### config.mk
export PLATFORM = sky130hd
export DESIGN_NAME = mcu_req_frontend
export DESIGN_NICKNAME = d
export VERILOG_FILES = /design/src/rtl/vector_mcu_pkg.sv /design/src/rtl/mcu_addr_gen.sv /design/src/rtl/mcu_req_frontend.sv
export SDC_FILE = /design/constraint.sdc
export NUM_CORES = 1
export LEC_CHECK = 0
export ABC_CLOCK_PERIOD_IN_PS = 4900
export BUFFER_PORTS_ARGS = -buffer_cell sky130_fd_sc_hd__buf_2
export CORE_AREA = 2 2 113 170
export DETAILED_ROUTE_END_ITERATION = 10
export DIE_AREA = 0 0 115 172
export PLACE_DENSITY = 0.8
export SYNTH_ARGS = -nofsm -noshare
export SYNTH_HDL_FRONTEND = slang
export SYNTH_SLANG_ARGS = --single-unit
### constraint.sdc
create_clock -name clk -period 4.9 [get_ports clk]
set_input_delay 0.735 -clock clk [delete_from_list [all_inputs] [get_ports clk]]
set_output_delay 0.735 -clock clk [all_outputs]
set_load 0.03 [all_outputs]
### src/rtl/vector_mcu_pkg.sv
// Shared types for the vector memory-control-unit request front end:
// element width codes, FSM states, addressing modes and the width-to-size map.
package vector_mcu_pkg;

  localparam logic [2:0] W8  = 3'b000;
  localparam logic [2:0] W16 = 3'b101;
  localparam logic [2:0] W32 = 3'b110;

  typedef enum logic [1:0] {
    IDLE     = 2'd0,
    LD_ISSUE = 2'd1,
    LD_DRAIN = 2'd2,
    ST_ISSUE = 2'd3
  } mcu_state_e;

  typedef enum logic [1:0] {
    UNIT    = 2'd0,
    STRIDED = 2'd1,
    INDEXED = 2'd2
  } addr_mode_e;

  // Memory request size: 0=byte, 1=half, 2=word; unknown codes act as 32-bit.
  function automatic logic [1:0] size_from_width(input logic [2:0] width);
    case (width)
      W8:      return 2'd0;
      W16:     return 2'd1;
      default: return 2'd2;
    endcase
  endfunction

endpackage

### src/rtl/mcu_addr_gen.sv
// Element address generator. Holds the running address for unit and strided
// walks and forms base + index for indexed accesses.
module mcu_addr_gen
  import vector_mcu_pkg::*;
(
  input  logic        clk,
  input  logic        rstn,
  input  logic        load,
  input  logic        advance,
  input  logic [31:0] base_addr,
  input  logic [31:0] stride,
  input  logic [1:0]  mode,
  input  logic [1:0]  size,
  input  logic [31:0] idx_data,
  output logic [31:0] addr
);

  logic [31:0] cur_addr;
  logic [31:0] base_q;
  logic [31:0] stride_q;
  logic [31:0] step;

  // Step between consecutive elements: stride when strided, element bytes otherwise.
  always_comb begin
    step = 32'd4;
    if (mode == STRIDED) begin
      step = stride_q;
    end else begin
      case (size)
        2'd0:    step = 32'd1;
        2'd1:    step = 32'd2;
        default: step = 32'd4;
      endcase
    end
  end

  // Latch base/stride on acceptance, advance the running address on each handshake.
  always_ff @(posedge clk or negedge rstn) begin
    if (!rstn) begin
      cur_addr <= '0;
      base_q   <= '0;
      stride_q <= '0;
    end else if (load) begin
      cur_addr <= base_addr;
      base_q   <= base_addr;
      stride_q <= stride;
    end else if (advance) begin
      cur_addr <= cur_addr + step;
    end
  end

  assign addr = (mode == INDEXED) ? (base_q + idx_data) : cur_addr;

endmodule

### src/rtl/mcu_req_frontend.sv
// Request front end between the scheduler's load/store issue port and the
// memory port: accepts one vector access, emits vl element requests and
// counts load responses until the load is fully buffered.
//
// Handshakes (issue port, index port, memory request port): a transfer happens
// on a rising edge where valid and ready are both high. Valid never depends on
// ready, and once mem_req_vld_o is raised it and its payload (addr/size/we)
// hold until the transfer, except on reset.
module mcu_req_frontend
  import vector_mcu_pkg::*;
#(
  parameter  int VLEN = 4096,
  localparam int VL_W = $clog2(VLEN) + 1
) (
  input  logic            clk,
  input  logic            rstn,
  input  logic            mcu_ld_vld_i,
  input  logic            mcu_st_vld_i,
  input  logic [31:0]     mcu_base_addr_i,
  input  logic [31:0]     mcu_stride_i,
  input  logic [2:0]      mcu_data_width_i,
  input  logic            mcu_idx_ld_st_i,
  input  logic            mcu_strided_ld_st_i,
  input  logic            mcu_unit_ld_st_i,
  input  logic [VL_W-1:0] vl_i,
  output logic            mcu_ld_rdy_o,
  output logic            mcu_st_rdy_o,
  output logic            mcu_ld_buffered_o,
  input  logic            idx_vld_i,
  input  logic [31:0]     idx_data_i,
  output logic            idx_rdy_o,
  output logic            mem_req_vld_o,
  input  logic            mem_req_rdy_i,
  output logic [31:0]     mem_req_addr_o,
  output logic            mem_req_we_o,
  output logic [1:0]      mem_req_size_o,
  input  logic            mem_rsp_vld_i
);

  localparam logic [VL_W-1:0] ONE = VL_W'(1);

  mcu_state_e      state;
  addr_mode_e      mode_q;
  addr_mode_e      mode_next;
  logic [1:0]      size_q;
  logic [VL_W-1:0] vl_q;
  logic [VL_W-1:0] iss_cnt;
  logic [VL_W-1:0] rsp_cnt;
  logic [VL_W-1:0] rsp_next;
  logic            ld_buffered_q;

  logic idle, issuing, is_idx;
  logic ld_acc, st_acc, accept;
  logic hs, last_hs, rsp_in, all_rsp;

  assign idle    = (state == IDLE);
  assign issuing = (state == LD_ISSUE) || (state == ST_ISSUE);
  assign is_idx  = (mode_q == INDEXED);

  // Load wins over store when both are offered in IDLE.
  assign mcu_ld_rdy_o = idle;
  assign mcu_st_rdy_o = idle & ~mcu_ld_vld_i;
  assign ld_acc       = mcu_ld_vld_i & mcu_ld_rdy_o;
  assign st_acc       = mcu_st_vld_i & mcu_st_rdy_o;
  assign accept       = ld_acc | st_acc;

  // Indexed accesses can only issue while an index element is on offer.
  assign mem_req_vld_o  = issuing & (~is_idx | idx_vld_i);
  assign idx_rdy_o      = issuing & is_idx & mem_req_rdy_i;
  assign mem_req_we_o   = (state == ST_ISSUE);
  assign mem_req_size_o = size_q;

  assign hs       = mem_req_vld_o & mem_req_rdy_i;
  assign last_hs  = hs & (iss_cnt == (vl_q - ONE));
  assign rsp_in   = mem_rsp_vld_i & ((state == LD_ISSUE) || (state == LD_DRAIN));
  assign rsp_next = rsp_cnt + (rsp_in ? ONE : '0);
  assign all_rsp  = (rsp_next == vl_q);

  assign mcu_ld_buffered_o = ld_buffered_q;

  // Mode priority at acceptance: indexed, then strided, else unit stride.
  always_comb begin
    mode_next = UNIT;
    if (mcu_idx_ld_st_i)          mode_next = INDEXED;
    else if (mcu_strided_ld_st_i) mode_next = STRIDED;
    else if (mcu_unit_ld_st_i)    mode_next = UNIT;
  end

  // Control FSM with issue/response counters and the buffered flag.
  always_ff @(posedge clk or negedge rstn) begin
    if (!rstn) begin
      state         <= IDLE;
      mode_q        <= UNIT;
      size_q        <= 2'd0;
      vl_q          <= '0;
      iss_cnt       <= '0;
      rsp_cnt       <= '0;
      ld_buffered_q <= 1'b1;
    end else begin
      case (state)
        IDLE: begin
          if (accept) begin
            mode_q  <= mode_next;
            size_q  <= size_from_width(mcu_data_width_i);
            vl_q    <= vl_i;
            iss_cnt <= '0;
            rsp_cnt <= '0;
            if (vl_i != '0) begin
              if (ld_acc) begin
                state         <= LD_ISSUE;
                ld_buffered_q <= 1'b0;
              end else begin
                state <= ST_ISSUE;
              end
            end
          end
        end
        LD_ISSUE: begin
          rsp_cnt <= rsp_next;
          if (hs) iss_cnt <= iss_cnt + ONE;
          if (last_hs) begin
            if (all_rsp) begin
              state         <= IDLE;
              ld_buffered_q <= 1'b1;
            end else begin
              state <= LD_DRAIN;
            end
          end
        end
        LD_DRAIN: begin
          rsp_cnt <= rsp_next;
          if (all_rsp) begin
            state         <= IDLE;
            ld_buffered_q <= 1'b1;
          end
        end
        ST_ISSUE: begin
          if (hs) iss_cnt <= iss_cnt + ONE;
          if (last_hs) state <= IDLE;
        end
        default: state <= IDLE;
      endcase
    end
  end

  mcu_addr_gen u_addr_gen (
    .clk       (clk),
    .rstn      (rstn),
    .load      (accept),
    .advance   (hs),
    .base_addr (mcu_base_addr_i),
    .stride    (mcu_stride_i),
    .mode      (mode_q),
    .size      (size_q),
    .idx_data  (idx_data_i),
    .addr      (mem_req_addr_o)
  );

endmodule

== Word level (Yosys, flattened, before mapping) ==
Index checks and enable logic that the tools add are counted.

* Register bits after elaboration: 142

* $add $sub $neg: 5
* Equality and inequality tests: 16
* Muxes and demuxes: 27
* Bitwise gates (word level): 13
* Reduce and logical (&&, ||, !) cells: 17

{| class="wikitable"
|+ Operator list
! kind !! number
|-
| $mux W32 || 4
|-
| $add A32 B32 Y32 || 2
|-
| $pmux W13 S2 || 2
|-
| $eq A13 B13 Y1 || 2
|-
| $mux W13 || 2
|-
| $mux W2 || 8
|-
| $add A13 B1 Y13 || 1
|-
| $add A13 B1 Y13 const B || 1
|-
| $reduce_bool A13 Y1 || 1
|-
| $sub A13 B1 Y13 const B || 1
|-
| $ne A2 B1 Y1 const B || 5
|-
| $reduce_and A5 Y1 || 2
|-
| $and A1 B1 Y1 || 9
|-
| $pmux W2 S4 || 1
|-
| $mux W1 || 7
|-
| $eq A2 B1 Y1 const B || 3
|-
| $eq A2 B2 Y1 const B || 3
|-
| $pmux W3 S2 || 1
|-
| $reduce_bool A2 Y1 || 3
|-
| $logic_not A2 Y1 || 2
|-
| $ne A2 B2 Y1 const B || 2
|-
| $pmux W2 S2 || 1
|-
| $reduce_and A2 Y1 || 2
|-
| $reduce_or A2 Y1 || 2
|-
| 8 further kinds || 11
|}

== Depth between registers and ports, before layout ==
* Depth after elaboration: 9
* Mapped depth: 16
* Gate-level depth less buffers: 14

== Cells and area by module ==
Synthesis repeated with hierarchy kept, for this count alone.

* Cells, all modules: 1309
* Area, all modules: 11155.7 um^2

{| class="wikitable"
|+ By module, submodules not included
! module !! times used !! cells each !! area each (um^2) !! sequential area each (um^2)
|-
| mcu_addr_gen || 1 || 919 || 7867.5 || 2402.3
|-
| mcu_req_frontend || 1 || 390 || 3288.2 || 1152.4
|}

== Worst setup path before layout ==
OpenSTA, ideal clock, no wires.

* Kind: in2out
* From: in idx_data_i[0]
* To: out mem_req_addr_o[26]
* Data arrival time: 3.706 ns
* Setup slack: 0.459 ns
* Stages on the path: 12
* Path buffers: 0
* Cell sequence: ha_1 inv_1 fa_1 nor2b_1 o21ai_1 a21boi_1 o211ai_1 a211oi_1 nor3_1 o31ai_1 a211oi_1 o41ai_1

* Word-level cells in the longest chain between the ends: 2

{| class="wikitable"
|+ Ends and longest elaborated chain
! element !! RTL line !! RTL
|-
| from (decl) || mcu_req_frontend.sv:30 || <nowiki>input logic [31:0] idx_data_i,</nowiki>
|-
| $add A32 B32 Y32 || mcu_addr_gen.sv:52 || <nowiki>assign addr = (mode == INDEXED) ? (base_q + idx_data) : cur_addr;</nowiki>
|-
| $mux W32 || mcu_addr_gen.sv:52 ||
|-
| to (decl) || mcu_req_frontend.sv:34 || <nowiki>output logic [31:0] mem_req_addr_o,</nowiki>
|}

Every way passes these cells.

== Worst setup path after layout ==
* From: in idx_data_i[11]
* To: out mem_req_addr_o[26]

Same word-level chain as after synthesis.

==> impl_metrics.py <==
metrics = {
    "logic_synthesis": {
        "yosysSeqAreaShare_pct": 34.1,
        "synthTopCellsByArea": "dfrtp_1, nand2_1, ha_1, a21oi_1, xnor2_1",
        "yosys.area_share.simple_pct": 25.9,
        "synth_top_family_by_area": "simple AND/OR/NAND/NOR gates",
        "synth_area_um2": 10400,
        "synth-xor-area-share_pct": 6.71,
        "async_reset_ff_share_pct": 100,
        "synth_fa_ha_area_share_pct": 8.79,
        "synth-main-ff-cell": "dfrtp_1",
        "yosys_warnings": 0,
        "synth.area.mux_share_pct": 1.56,
        "yosysUniqueCellTypes": 68,
        "synth_compound_area_share_pct": 19.8,
        "synth_area_leader_cell": "dfrtp_1",
        "synth-seq-cells": 142,
        "synth_edf_count": 0,
        "synth_top_area_share_pct": 33.8,
        "synth_nets": 1513,
        "syn_inst": 1319,
        "avgSynthCellArea_um2": 7.90,
    },
    "power_and_ir_drop": {
        "swShare_pct": 49.0,
        "share_comb_of_total_power_pct": 59.4,
        "irDropWorstVdd_mv": 0.585,
        "power_mw": 8.38,
        "p_clk_share_pct": 15.5,
        "p_sw_mw": 4.11,
        "seq_power_share_pct": 25.1,
        "intPower_mw": 4.28,
        "p_per_area_nw_per_um2": 699,
        "power.leakage_nw": 5.92,
    },
    "die": {
        "core_um2": 18300,
        "die_area_um2": 19800,
        "dieHeight_um": 172,
        "io_pins": 162,
        "num_rows": 61,
        "dieWidth_um": 115,
        "start_util_pct": 56.9,
    },
    "clocking": {
        "clkLatencyLatePin_ns": 0.43,
        "clockRootBuffer": "clkbuf_16",
        "cts_hold_buf": 0,
        "htree_num_levels": 4,
        "clock-sinks": 142,
        "ctsResizeCount": 0,
        "cts.path.max_buffers": 2,
        "clkTransAtPathRegs_ns": 0.06,
        "postCtsSetupRepairBufs": 0,
        "cts_inserted_buffers": 17,
        "cts_tree": "built",
    },
    "final_layout": {
        "nets": 1647,
        "final_common_cell": "nand2_1",
        "regArea_um2": 3550,
        "nFillCells": 1579,
        "synthToLayoutAreaGrowth_pct": 15.1,
        "multiInputGateArea_um2": 6570,
        "mostFrequentLayoutCells": "nand2_1, buf_2, dfrtp_1",
        "drive_above_1_share_pct": 15.1,
    },
    "hold_path": {
        "hold_path.class": "in2async",
    },
    "sta": {
        "rsz0062_at_grt": "no",
        "timing.hold.ws_ns": 0.423,
        "worstMarginPinSlew_ns": 0.972,
        "clock_skew_ns": 0.0102,
        "post-route-period-util_pct": 91.7,
        "slew_headroom_pct": 34.8,
        "fmax_ghz": 0.223,
        "report.final.setup_viol": 0,
        "setup_ws_ns": 0.409,
        "fin_tns_setup_ns": 0,
        "min_period_ns": 4.49,
        "final_hold_viol_count": 0,
        "finalMaxSlewViolations": 0,
    },
    "global_routing": {
        "grt_pass1_wl_um": 44500,
        "grt_pass1_vias": 9463,
        "grt_usage_pct": 28.3,
        "grt_max_degree": 100,
        "grt_overflow_total": 0,
        "antenna_found_initial": 2,
    },
    "worst_setup_path": {
        "critPathBufInv": 3,
        "cp_slowest_cell": "o41ai_1",
        "worst_path_largest_cell_delay_ns": 0.46,
        "crit_fanout": 6,
        "crit_chain": "buf_2, ha_1, a21o_1, a21o_1, a21o_1, a221o_1, or2_1, nor3_1, nor4_1, buf_4, o41ai_1, buf_2",
        "cp-end-kind": "primary output",
        "cpLargestDelayFamily": "compound AO/OA/AOI/OAI gates",
        "crit_top_cell": "a21o_1",
        "crit_type": "in2out",
        "required_ns": 4.16,
        "cp-start-kind": "input port",
        "cp.arrival_ns": 3.76,
    },
    "routing": {
        "ant_nets": 0,
        "wl_um": 27800,
        "drc_errors": 0,
        "firstDrtPassIters": 7,
        "wl_per_cell_um": 16.4,
        "drtIter0Drc": 688,
        "viasPerCell": 5.90,
        "via_count": 9956,
    },
    "place": {
        "hpwl_um": 20900,
        "gp_congestion": 0.995,
        "port-buffer-count": 160,
        "place_ws_ns": 0.476,
    },
    "flow_run": {
        "cap_viol_max_count": 0,
    },
    "run_status": {
        "status": "completed",
    },
}
[cells in the mapped netlist, types with 22 or more instances]
master    instances
ha_1             70
a21oi_1          90
xnor2_1          40
clkbuf_1         50
o21ai_0          48
xor2_1           38
nor2_1           70
dfrtp_1         141
and2_1           36
o21ai_1          61
nand3_1          31
inv_1            24
a21o_1           22
nand2_1         324
[kinds of logic (layout without fill, tap and decap cells)]
group / count (synthesis) / after routing
buffers and inverters: 84 / 230
multiplexers: 16 / 16
AO/OA/AOI/OAI: 337 / 337
adder cells (fa/ha/maj): 72 / 72
AND/OR/NAND/NOR: 589 / 589
other: 0 / 3
flip-flops: 142 / 142
XOR/XNOR: 79 / 79
[layout make-up]
class / count / share of cell area (%)
sequential: 142 / 29.6
tap: 220 / 2.29
timing repair buffer: 173 / 7.54
antenna: 3 / 0.0626
inverter: 26 / 0.813
clock inverter: 13 / 1.39
multi-input combinational: 1093 / 54.7
clock buffer: 18 / 3.58
[routing by layer]
| layer | routed length (um) | GRT usage, % |
|---|---|---|
| met1 | 11600 | 34.9 |
| met2 | 13800 | 48.4 |
| met3 | 1230 | 4.28 |
| met4 | 1110 | 13.6 |
| met5 | 0 | 0 |
[power by group through the flow]
stage / Sequential, mW / Clock [mW] / Combinational (mW)
floorplan: 1.92 / 0 / 3.88
global placement: 2.09 / 0 / 4.80
detailed placement: 2.11 / 0 / 4.92
CTS: 2.09 / 1.32 / 4.96
global route: 2.16 / 1.37 / 5.52
finish: 2.10 / 1.30 / 4.98
[worst paths after layout]
path / start / endpoint / slack, ns / cells after the start
max reg2reg: mode_q[0]$_DFFE_PN0P_ / u_addr_gen.cur_addr[24]$_DFFE_PN0P_ / 0.91 / 16
max in group asynchronous: rstn / u_addr_gen.cur_addr[28]$_DFFE_PN0P_ / 3.38 / 2
min in group clk: u_addr_gen.stride_q[13]$_DFFE_PN0N_ / u_addr_gen.stride_q[13]$_DFFE_PN0N_ / 0.47 / 2
min reg2reg: u_addr_gen.stride_q[13]$_DFFE_PN0N_ / u_addr_gen.stride_q[13]$_DFFE_PN0N_ / 0.47 / 2
min: rstn / mode_q[1]$_DFFE_PN0P_ / 0.42 / 1
max: idx_data_i[11] / mem_req_addr_o[26] / 0.41 / 12
[state kept, by name (all words and copies together), names as in the netlist, 2 cells and up]
name / count
mem_req_size_o: 2
state: 2
rsp_cnt: 13
mode_q: 2
iss_cnt: 13
u_addr_gen.cur_addr: 32
u_addr_gen.stride_q: 32
u_addr_gen.base_q: 32
vl_q: 13
[through the flow]
step           instances  util (%)  cell area, um^2
2_1_floorplan       1319         -            10400
3_3_place_gp        1654      62.2            11400
3_5_place_dp        1654      62.2            11400
4_1_cts             1685      65.5            12000
5_1_grt             1687      65.5            12000
6_report            1688      65.5            12000
Note: power is estimated with default switching activity, not from simulation.
